===== src/rtl/urng_pair.sv =====
// urng_pair: two warmed-up xorshift64 generators feeding a (U1,U2) pair of doubles in (0,1)
// to the Box-Muller datapath, two-edge request latency, one pair per cycle.
module urng_pair #(
   parameter int WARMUP = 16
) (
   input  logic        clk,
   input  logic        rst,
   input  logic        seed_ld,
   input  logic [63:0] seed,
   input  logic        req,
   output logic        ready,
   output logic        pushout,
   output logic [63:0] U1,
   output logic [63:0] U2
);
   localparam logic [63:0] GOLD = 64'h9E3779B97F4A7C15;
   localparam logic [63:0] MIX  = 64'hD1B54A32D192ED03;
   typedef enum logic [1:0] {IDLE, WARM, RUN} state_t;
   state_t      state, state_n;
   logic [7:0]  cnt;
   logic [63:0] s1, s2, mix;
   logic        v_a, warm_step, step_en;
   function automatic logic [63:0] xs(input logic [63:0] x);
      logic [63:0] y;
      y = x ^ (x << 13);
      y = y ^ (y >> 7);
      return y ^ (y << 17);
   endfunction
   // f*2^-52 is exact in a double: normalise on the leading one, no rounding needed
   function automatic logic [63:0] conv(input logic [51:0] f);
      logic [5:0] lz;
      lz = 6'd0;
      for (int i = 0; i < 52; i++)
         if (f[i]) lz = 6'(51 - i);
      return f == 52'd0 ? 64'h3CA0_0000_0000_0000
                        : {1'b0, 11'd1022 - {5'd0, lz}, f << (lz + 6'd1)};
   endfunction
   assign mix       = seed ^ MIX;
   assign ready     = state == RUN;
   assign warm_step = state == WARM && cnt != 8'(WARMUP);
   assign step_en   = !seed_ld && (warm_step || (ready && req));
   always_comb begin
      state_n = state;
      if (seed_ld) state_n = WARM;
      else if (state == WARM && !warm_step) state_n = RUN;
   end
   always_ff @(posedge clk or posedge rst) begin
      if (rst) begin
         state   <= IDLE;
         s1      <= '0;
         s2      <= '0;
         cnt     <= '0;
         v_a     <= 1'b0;
         pushout <= 1'b0;
         U1      <= '0;
         U2      <= '0;
      end else begin
         state   <= state_n;
         v_a     <= !seed_ld && ready && req;
         pushout <= !seed_ld && v_a;
         if (seed_ld) begin
            s1  <= seed == 64'd0 ? GOLD : seed;
            s2  <= mix == 64'd0 ? GOLD : mix;
            cnt <= '0;
         end else begin
            if (step_en) begin
               s1 <= xs(s1);
               s2 <= xs(s2);
            end
            if (warm_step) cnt <= cnt + 8'd1;
            if (v_a) begin
               U1 <= conv(s1[63:12]);
               U2 <= conv(s2[63:12]);
            end
         end
      end
   end
endmodule


===== config.mk =====
export PLATFORM = sky130hd
export DESIGN_NAME = urng_pair
export DESIGN_NICKNAME = d
export VERILOG_FILES = /design/src/rtl/urng_pair.sv
export SDC_FILE = /design/constraint.sdc
export NUM_CORES = 1
export LEC_CHECK = 0
export CORE_AREA = 2 2 196 198
export CTS_CLUSTER_SIZE = 25
export DETAILED_ROUTE_END_ITERATION = 16
export DIE_AREA = 0 0 198 200
export HOLD_SLACK_MARGIN = 0.08
export MAX_ROUTING_LAYER = met4
export PLACE_DENSITY = 0.85
export SLEW_MARGIN = 20
export SYNTH_ARGS = -nofsm -noshare
export SYNTH_HDL_FRONTEND = slang
export SYNTH_SLANG_ARGS = --single-unit

===== constraint.sdc =====
create_clock -name clk -period 12.35 [get_ports clk]
set_clock_uncertainty 0.1 [all_clocks]
set_input_delay 1.235 -clock clk [delete_from_list [all_inputs] [get_ports clk]]
set_output_delay 1.235 -clock clk [all_outputs]
set_load 0.02 [all_outputs]

## Yosys cells after proc, flatten, opt, wreduce, memory -nomap -nowiden

Cells that the tools add are included.

- Logic and storage cells: 164
- Flip-flop bits (word level): 268
- Input bits: 68

- Equal/unequal tests: 3
- Multiplexer cells: 120
- Add/subtract/negate cells: 5
- Bitwise gates (word level): 8
- Shifts and indexed selects: 2
- Reductions and logical operators: 18

Operators with widths:

| operator | count |
|---|---|
| $mux W6 | 108 |
| $mux W64 | 6 |
| $xor A64 B64 Y64 | 4 |
| $logic_not A64 Y1 | 2 |
| $xor A64 B57 Y64 | 2 |
| $mux W63 | 2 |
| $logic_not A52 Y1 | 2 |
| $shl A52 B6 Y52 | 2 |
| $not A30 Y30 | 1 |
| $sub A10 B6 Y11 const A | 2 |
| $mux W8 | 2 |
| $add A6 B1 Y6 const B | 2 |
| $add A8 B1 Y8 const B | 1 |
| $ne A8 B5 Y1 const B | 1 |
| $logic_and A1 B1 Y1 | 7 |
| $reduce_bool A2 Y1 | 3 |
| $mux W2 | 2 |
| $eq A2 B1 Y1 const B | 1 |
| $eq A2 B2 Y1 const B | 1 |
| $logic_not A1 Y1 | 2 |
| $reduce_and A2 Y1 | 1 |
| $logic_or A1 B1 Y1 | 1 |
| $not A1 Y1 | 1 |

## Longest topological paths before layout

Gate-level depths: netlist (run 1).

- Depth in word-level cells: 57
- Gate-level depth with buffers: 23

## Worst setup path before layout (run 1)

No wires, ideal clock.

- Kind: flip-flop to flip-flop
- Start point: register s1[25]
- End point: register U1[51]
- Data arrival time: 4804 ps
- Stages on the path, launching flop included: 21
- Path slack: 7292 ps
- Required time: 12096 ps
- Period minus slack after synthesis: 5058 ps
- Path buffers: 8
- Cell sequence: dfrtp_1 or3_1 a221o_1 a21oi_1 o211a_1 buf_4 o21ai_4 inv_2 buf_2 buf_2 ha_1 clkbuf_1 inv_1 buf_1 buf_1 buf_1 clkbuf_1 mux2i_1 nand2_1 a31oi_1 a32oi_1

- Longest elaborated chain between the ends: 44
- Elaborated cells on any way between the ends: 45

RTL lines:

| element | line | source |
|---|---|---|
| start: declaration | 21 | `logic [63:0] s1, s2, mix;` |
| start signal: assignment | 62 | `s1 <= seed == 64'd0 ? GOLD : seed;` |
| start signal: assignment | 67 | `s1 <= xs(s1);` |
| $mux W6 (39 in a row) | 34 | `if (f[i]) lz = 6'(51 - i);` |
| $mux W6 | 71 | `if (v_a) begin` |
| $mux W6 | 61 | `if (seed_ld) begin` |
| $add A6 B1 Y6 | 36 | `: {1'b0, 11'd1022 - {5'd0, lz}, f << (lz + 6'd1)};` |
| $shl A52 B6 Y52 | 36 |  |
| $mux W63 (*) | 35 | `return f == 52'd0 ? 64'h3CA0_0000_0000_0000` |
| end signal: assignment | 72 | `U1 <= conv(s1[63:12]);` |
| end: declaration | 13 | `output logic [63:0] U1,` |

Mark *: on every way between the ends. The rest lies on a longest branch, timed or not. The select of a mux whose other input is x is not followed.
A chain may end at the register's enable or synchronous reset.

## Final worst setup path (run 1)

Same ends and word-level chain as after synthesis.

==> run metrics, run 1 <==
pin count of the biggest net entering global routing=121; Via density=7.360; unique cell type count in the Yosys netlist=93; Post-Syn Area per Cell=8.415 um2; area delta synth->final=11.60%; Rows=71; CP required=12.72 ns; WL met3=13130 um; worst hold margin=0.3718 ns; post-CTS setup buffer count=0; layout cells sized above 1=7.864%; final slew viol count=0; first-pass GRT wire length=145300 um; setup violators final=0; clk slew on worst S/H paths=0.07 ns; Vias=24270; RSZ-0062 raised after global routing=false; Remaining DRCs=0; part of the cycle the worst path needs=57.84%; met1 wire length=35270 um; reg2reg setup slack=5.21 ns; # fillers=2803; TNS Setup=0 ns; remaining global-route overflow=0; CTS Hold Bufs=0; Max Clk Rate=140.0 MHz; startpoint types=flop; Syn. warnings=0; Post-synth EDFFs=0; Nets=2835; final core utilization=69.85%; crit end category=flop; number of max-cap violations=0; Synth Flop Type=dfrtp_1; r2r endpoint=U1[51]; Max-slew headroom=25.78%; core area=37400 um2; DP HPWL=68800 um; Routed wire per std cell=29.24 um; Die ar.=39600 um2; H-tree Lvls=1; clock sinks=259; total track usage=49.88%; crit path time final=7.143 ns; vias in the first global route=23290; Num CTS Buffers=29; IO buf count=193; launch point of the worst hold path=U2[58]; status=finished clean; highest net fanout along the worst path=67; DRT Wirelength=96450 um; Clock Tree Buf Depth=3; Post-CTS Resized=0; Initial Util=62.59%; Die H=200 um; root buf cell=clkbuf_16; CP Class=flop to flop; flops & latches, synth=259; WP data arrival=7.52 ns; DR WL met2=40380 um; Hold Path Depth=1; sequential-to-total area share from yosys stat=27.69%; r2r worst-path depth=18; Top Ports=198; final instance area=26130 um2; ys async rst share=100.0%; antenna-violating nets left=0; TritonCTS clock tree=yes; Post-DP Area=25170 um2; hold crit path type=flop to flop; commonest non-fill, non-tap cell in the layout=xnor2_1; Die W=198 um; count of final hold-check violations=0; Hold EP=U2[58]; antenna violations before repair=2; worst r2r src=s1[25]; commonest non-fill, non-tap cells in the layout=348 x xnor2_1, 275 x nor2_1, 269 x nand2_1; Final Wtd Congestion=1.034; post-synthesis cell area=23410 um2; drt pass-1 iters=8; DR iter-0 viols=3586; Gate Count Post-Synth=2782; Worst-Skew Late Latency=0.60 ns; Least-Margin Pin Slew=1.109 ns; Top Metal Used=met4
[metrics by stage]
| stage | instances | worst slack, ns |
|---|---|---|
| after CTS | 3296 | 5.340 |
| after global routing | 3298 | 4.726 |
| final | 3298 | 5.207 |
| after detailed placement | 3243 | 5.407 |
| after floorplan | 2785 | 3.888 |
| after global placement | 3243 | 5.430 |
[critical path, stage by stage (launching register included)]
cell and delay [ns]:
dfrtp_1 0.58, or3_1 0.42, a221o_1 0.27, a21oi_1 0.29, o211a_1 0.73, o21ai_4 0.31, inv_2 0.65, ha_2 0.41
buf_4 0.34, inv_2 0.10, buf_4 0.67, nor2_1 0.16, nand4_1 0.14, o311ai_1 0.10, a2111oi_0 0.81, a22oi_1 0.29
mux2i_1 0.27, a31oi_1 0.11, a32oi_1 0.19
[per-layer routing]
metal | GRT usage, % | vias up
li1 | - | 9938
met5 | - | -
met2 | 71.27 | 2178
met4 | 31.52 | 0
met1 | 63.05 | 11610
met3 | 12.97 | 545
[cells in the mapped netlist (24+ instances only)]
cell type | number | share of area (%)
inv_1 | 42 | 0.67
o211ai_1 | 45 | 1.4
nor4_1 | 64 | 1.7
buf_2 | 45 | 0.96
xnor2_1 | 349 | 13
o22a_1 | 61 | 2.3
nor3_1 | 54 | 1.2
o21ai_1 | 40 | 0.86
o21ai_0 | 50 | 1.1
nand2_1 | 271 | 4.3
dfrtp_1 | 259 | 28
nand3_1 | 52 | 1.1
buf_1 | 38 | 0.61
a21oi_1 | 137 | 2.9
a211oi_1 | 29 | 0.93
mux4_2 | 59 | 5.7
xor2_1 | 116 | 4.3
nor2b_1 | 24 | 0.64
a22oi_1 | 28 | 0.90
nor2_1 | 276 | 4.4
clkbuf_1 | 189 | 3.0
mux2i_1 | 112 | 4.8
a22o_1 | 28 | 1.0
[final cells by class]
type / instances / area, um2 / share of cell area [%]
inverters: 50 / 196.4 / 0.7519
multi-input cells: 2187 / 15610 / 59.75
repair buffers: 236 / 2256 / 8.635
well taps: 511 / 639.4 / 2.447
diodes: 2 / 5.005 / 0.01916
flip-flops and latches: 259 / 6481 / 24.81
clock inverters: 14 / 133.9 / 0.5124
clock buffers: 39 / 803.3 / 3.075
[sequential cells by signal, summed over array words and instances, names as in the netlist]
| signal | cells |
|---|---|
| U1 | 59 |
| U2 | 60 |
| cnt | 8 |
| pushout | 1 |
| s1 | 64 |
| s2 | 64 |
| state | 2 |
| v_a | 1 |
[cells by family (layout without fill, tap and decap cells)]
logic type	count (synthesis)	after routing	share of synthesized area (%)
XOR/XNOR	466	466	17.47
AO/OA/AOI/OAI	655	655	20.10
flip-flops	259	259	27.69
AND/OR/NAND/NOR	865	865	17.01
other	1	6	0.01602
adder cells (fa/ha/maj)	4	4	0.2138
multiplexers	193	193	11.52
buffers and inverters	339	339	5.981
[worst max path at each step]
stage | slack [ns] | depth (start not counted) | start | end
5_1_grt | 4.73 | 18 | s1[25] | U1[51]
3_3_place_gp | 5.43 | 18 | s1[25] | U1[51]
6_report | 5.21 | 18 | s1[25] | U1[51]
2_1_floorplan | 3.89 | 1 | rst | U1[0]
4_1_cts | 5.34 | 18 | s1[25] | U1[51]
3_5_place_dp | 5.41 | 18 | s1[25] | U1[51]
Power of run 1 is left out: the tool's default activity adds up to more than one toggle a clock period on the data nets, which glitch-free logic cannot reach.
==> run 2: changes to the inputs <==
- CORE_AREA: 2 2 196 198 -> 2 2 212 214
- DIE_AREA: 0 0 198 200 -> 0 0 214 216
- PLACE_DENSITY: 0.85 -> 0.77
- clock period: 12.35 -> 6.5 ns (I/O delays scaled with it)
==> run 2 against run 1 <==
Effect of this change:
- global-route usage down 7.8 points
- core utilization down 9.6 points
- die area up 17%
==> run metrics, run 2 (synthesis results as in run 1) <==
area delta synth->final=12.86%; Hold Path Depth=2 (+1); Least-Margin Pin Slew=1.157 ns (+0.04799 ns); Worst-Skew Late Latency=0.63 ns (+0.03 ns); CP required=6.94 ns (-5.78 ns); Max-slew headroom=22.14% (-3.6 points); Hold EP=s2[20]; met3 Track Usage GR=7.259% (-5.7 points); Routed wire per std cell=28.48 um (-2.6%); crit end category=flop; highest net fanout along the worst path=37 (-45%); remaining global-route overflow=0 (unchanged); CP Class=flop to flop; setup violators final=0 (unchanged); drt pass-1 iters=6 (-2); reg2reg setup slack=1.25 ns (-3.96 ns); worst r2r src=s2[13]; hold crit path type=input port to flop; layout cells sized above 1=8.835% (+0.97 points); Die H=216 um (+8.0%); final slew viol count=0 (unchanged); DRT Wirelength=96850 um (+0.42%); core area=43840 um2 (+17%); pin count of the biggest net entering global routing=154 (+27%); Vias=23520 (-3.1%); Rows=77 (+8.5%); startpoint types=flop; part of the cycle the worst path needs=80.82% (+23 points); Clock Tree Buf Depth=3 (unchanged); DR iter-0 viols=3420 (-4.6%); biggest regs=s1: 64 flops, s2: 64 flops, U2: 60 flops; Die ar.=46220 um2 (+17%); Max Clk Rate=190.4 MHz (+36%); H-tree Lvls=1 (unchanged); root buf cell=clkbuf_16; WP data arrival=5.69 ns (-1.83 ns); DP HPWL=70750 um (+2.8%); status=finished clean; commonest non-fill, non-tap cells in the layout=348 x xnor2_1, 274 x nor2_1, 271 x nand2_1; r2r worst-path depth=15 (-3); count of final hold-check violations=0 (unchanged); antenna violations before repair=1 (-1); Final Wtd Congestion=1.024 (-0.99%); Die W=214 um (+8.1%); vias in the first global route=22290 (-4.3%); met1 global-route usage=57.74% (-5.3 points); Via density=6.917 (-6.0%); launch point of the worst hold path=seed_ld; RSZ-0062 raised after global routing=false; IO buf count=193 (unchanged); crit path time final=5.253 ns (-1.889 ns); first-pass GRT wire length=145600 um (+0.22%); Top Ports=198 (unchanged); r2r endpoint=U2[34]; Num CTS Buffers=30 (+3.4%); GRT met2 Usage=60.52% (-11 points); number of max-cap violations=0 (unchanged); clock sinks=259 (unchanged); Post-CTS Resized=0 (unchanged); post-CTS setup buffer count=0 (unchanged); TNS Setup=0 ns (unchanged); Nets=2858 (+0.81%); total track usage=42.12% (-7.8 points); antenna-violating nets left=0 (unchanged); commonest non-fill, non-tap cell in the layout=xnor2_1; TritonCTS clock tree=yes; layer with the highest usage=met2; Remaining DRCs=0 (unchanged); clk slew on worst S/H paths=0.06 ns (about the same); CTS Hold Bufs=0 (unchanged); Initial Util=53.40% (-9.2 points)
[run 2: changes by cell type in the layout (fill, tap and decap cells not counted), moves of 2 or more]
cell,delta
inv_8,-2
nand2_2,-2
clkbuf_1,-4
clkinv_2,-3
bufinv_16,-2
clkinvlp_4,+5
buf_4,+22
clkbuf_8,+2
nand2_1,+2
[run 2: layout make-up]
| class | count | area [um2] |
|---|---|---|
| inverter | 50 | 191.4 |
| timing repair buffer | 258 | 2430 |
| antenna | 1 | 2.502 |
| clock buffer | 38 | 840.8 |
| tap | 592 | 740.7 |
| sequential | 259 | 6481 |
| multi-input combinational | 2187 | 15610 |
| clock inverter | 15 | 121.4 |
| fill | 3830 | 17420 |
[run 2: per-stage QoR]
step | setup slack [ns] | cells | hold slack [ns] | instance area, um2 | utilization (%)
6_report | 1.247 | 3400 | 0.3348 | 26420 | 60.27
3_3_place_gp | 1.507 | 3345 | 0.3508 | 25430 | 58.01
2_1_floorplan | 1.442 | 2785 | 0.3870 | 23430 | -
4_1_cts | 1.419 | 3399 | 0.3115 | 26400 | 60.23
3_5_place_dp | 1.432 | 3346 | 0.3601 | 25440 | 58.03
5_1_grt | 0.9959 | 3400 | 0.3433 | 26420 | 60.27
[run 2: worst max-delay path, cell delays in order (launching register included)]
cell,delay [ns]
dfrtp_1,0.77
nand2b_1,0.19
a221o_1,0.15
a21oi_1,0.06
o311a_1,0.43
o21ai_2,0.20
inv_2,0.06
ha_1,0.28
inv_1,0.10
nand3_1,0.35
nand2_2,0.77
mux2i_1,0.33
mux4_2,0.64
mux2i_1,0.36
nor3_1,0.10
a211oi_1,0.24
[run 2: per-layer routing]
metal	part of all wire (%)	vias to the layer above	routed length, um
met4	5.7	0	5557
met2	43	1708	41430
li1	-	9963	-
met3	11	309	10350
met5	0	-	0
met1	41	11540	39500
[run 2: how the worst max path moves through the flow]
stage | from | to | cells past startpoint
2_1_floorplan | s1[25] | U1[51] | 20
3_3_place_gp | s1[40] | U1[51] | 12
3_5_place_dp | s2[35] | U2[47] | 15
4_1_cts | s2[35] | U2[47] | 15
5_1_grt | s2[50] | U2[44] | 15
6_report | s2[13] | U2[34] | 15
Power of run 2 is left out for the same reason.
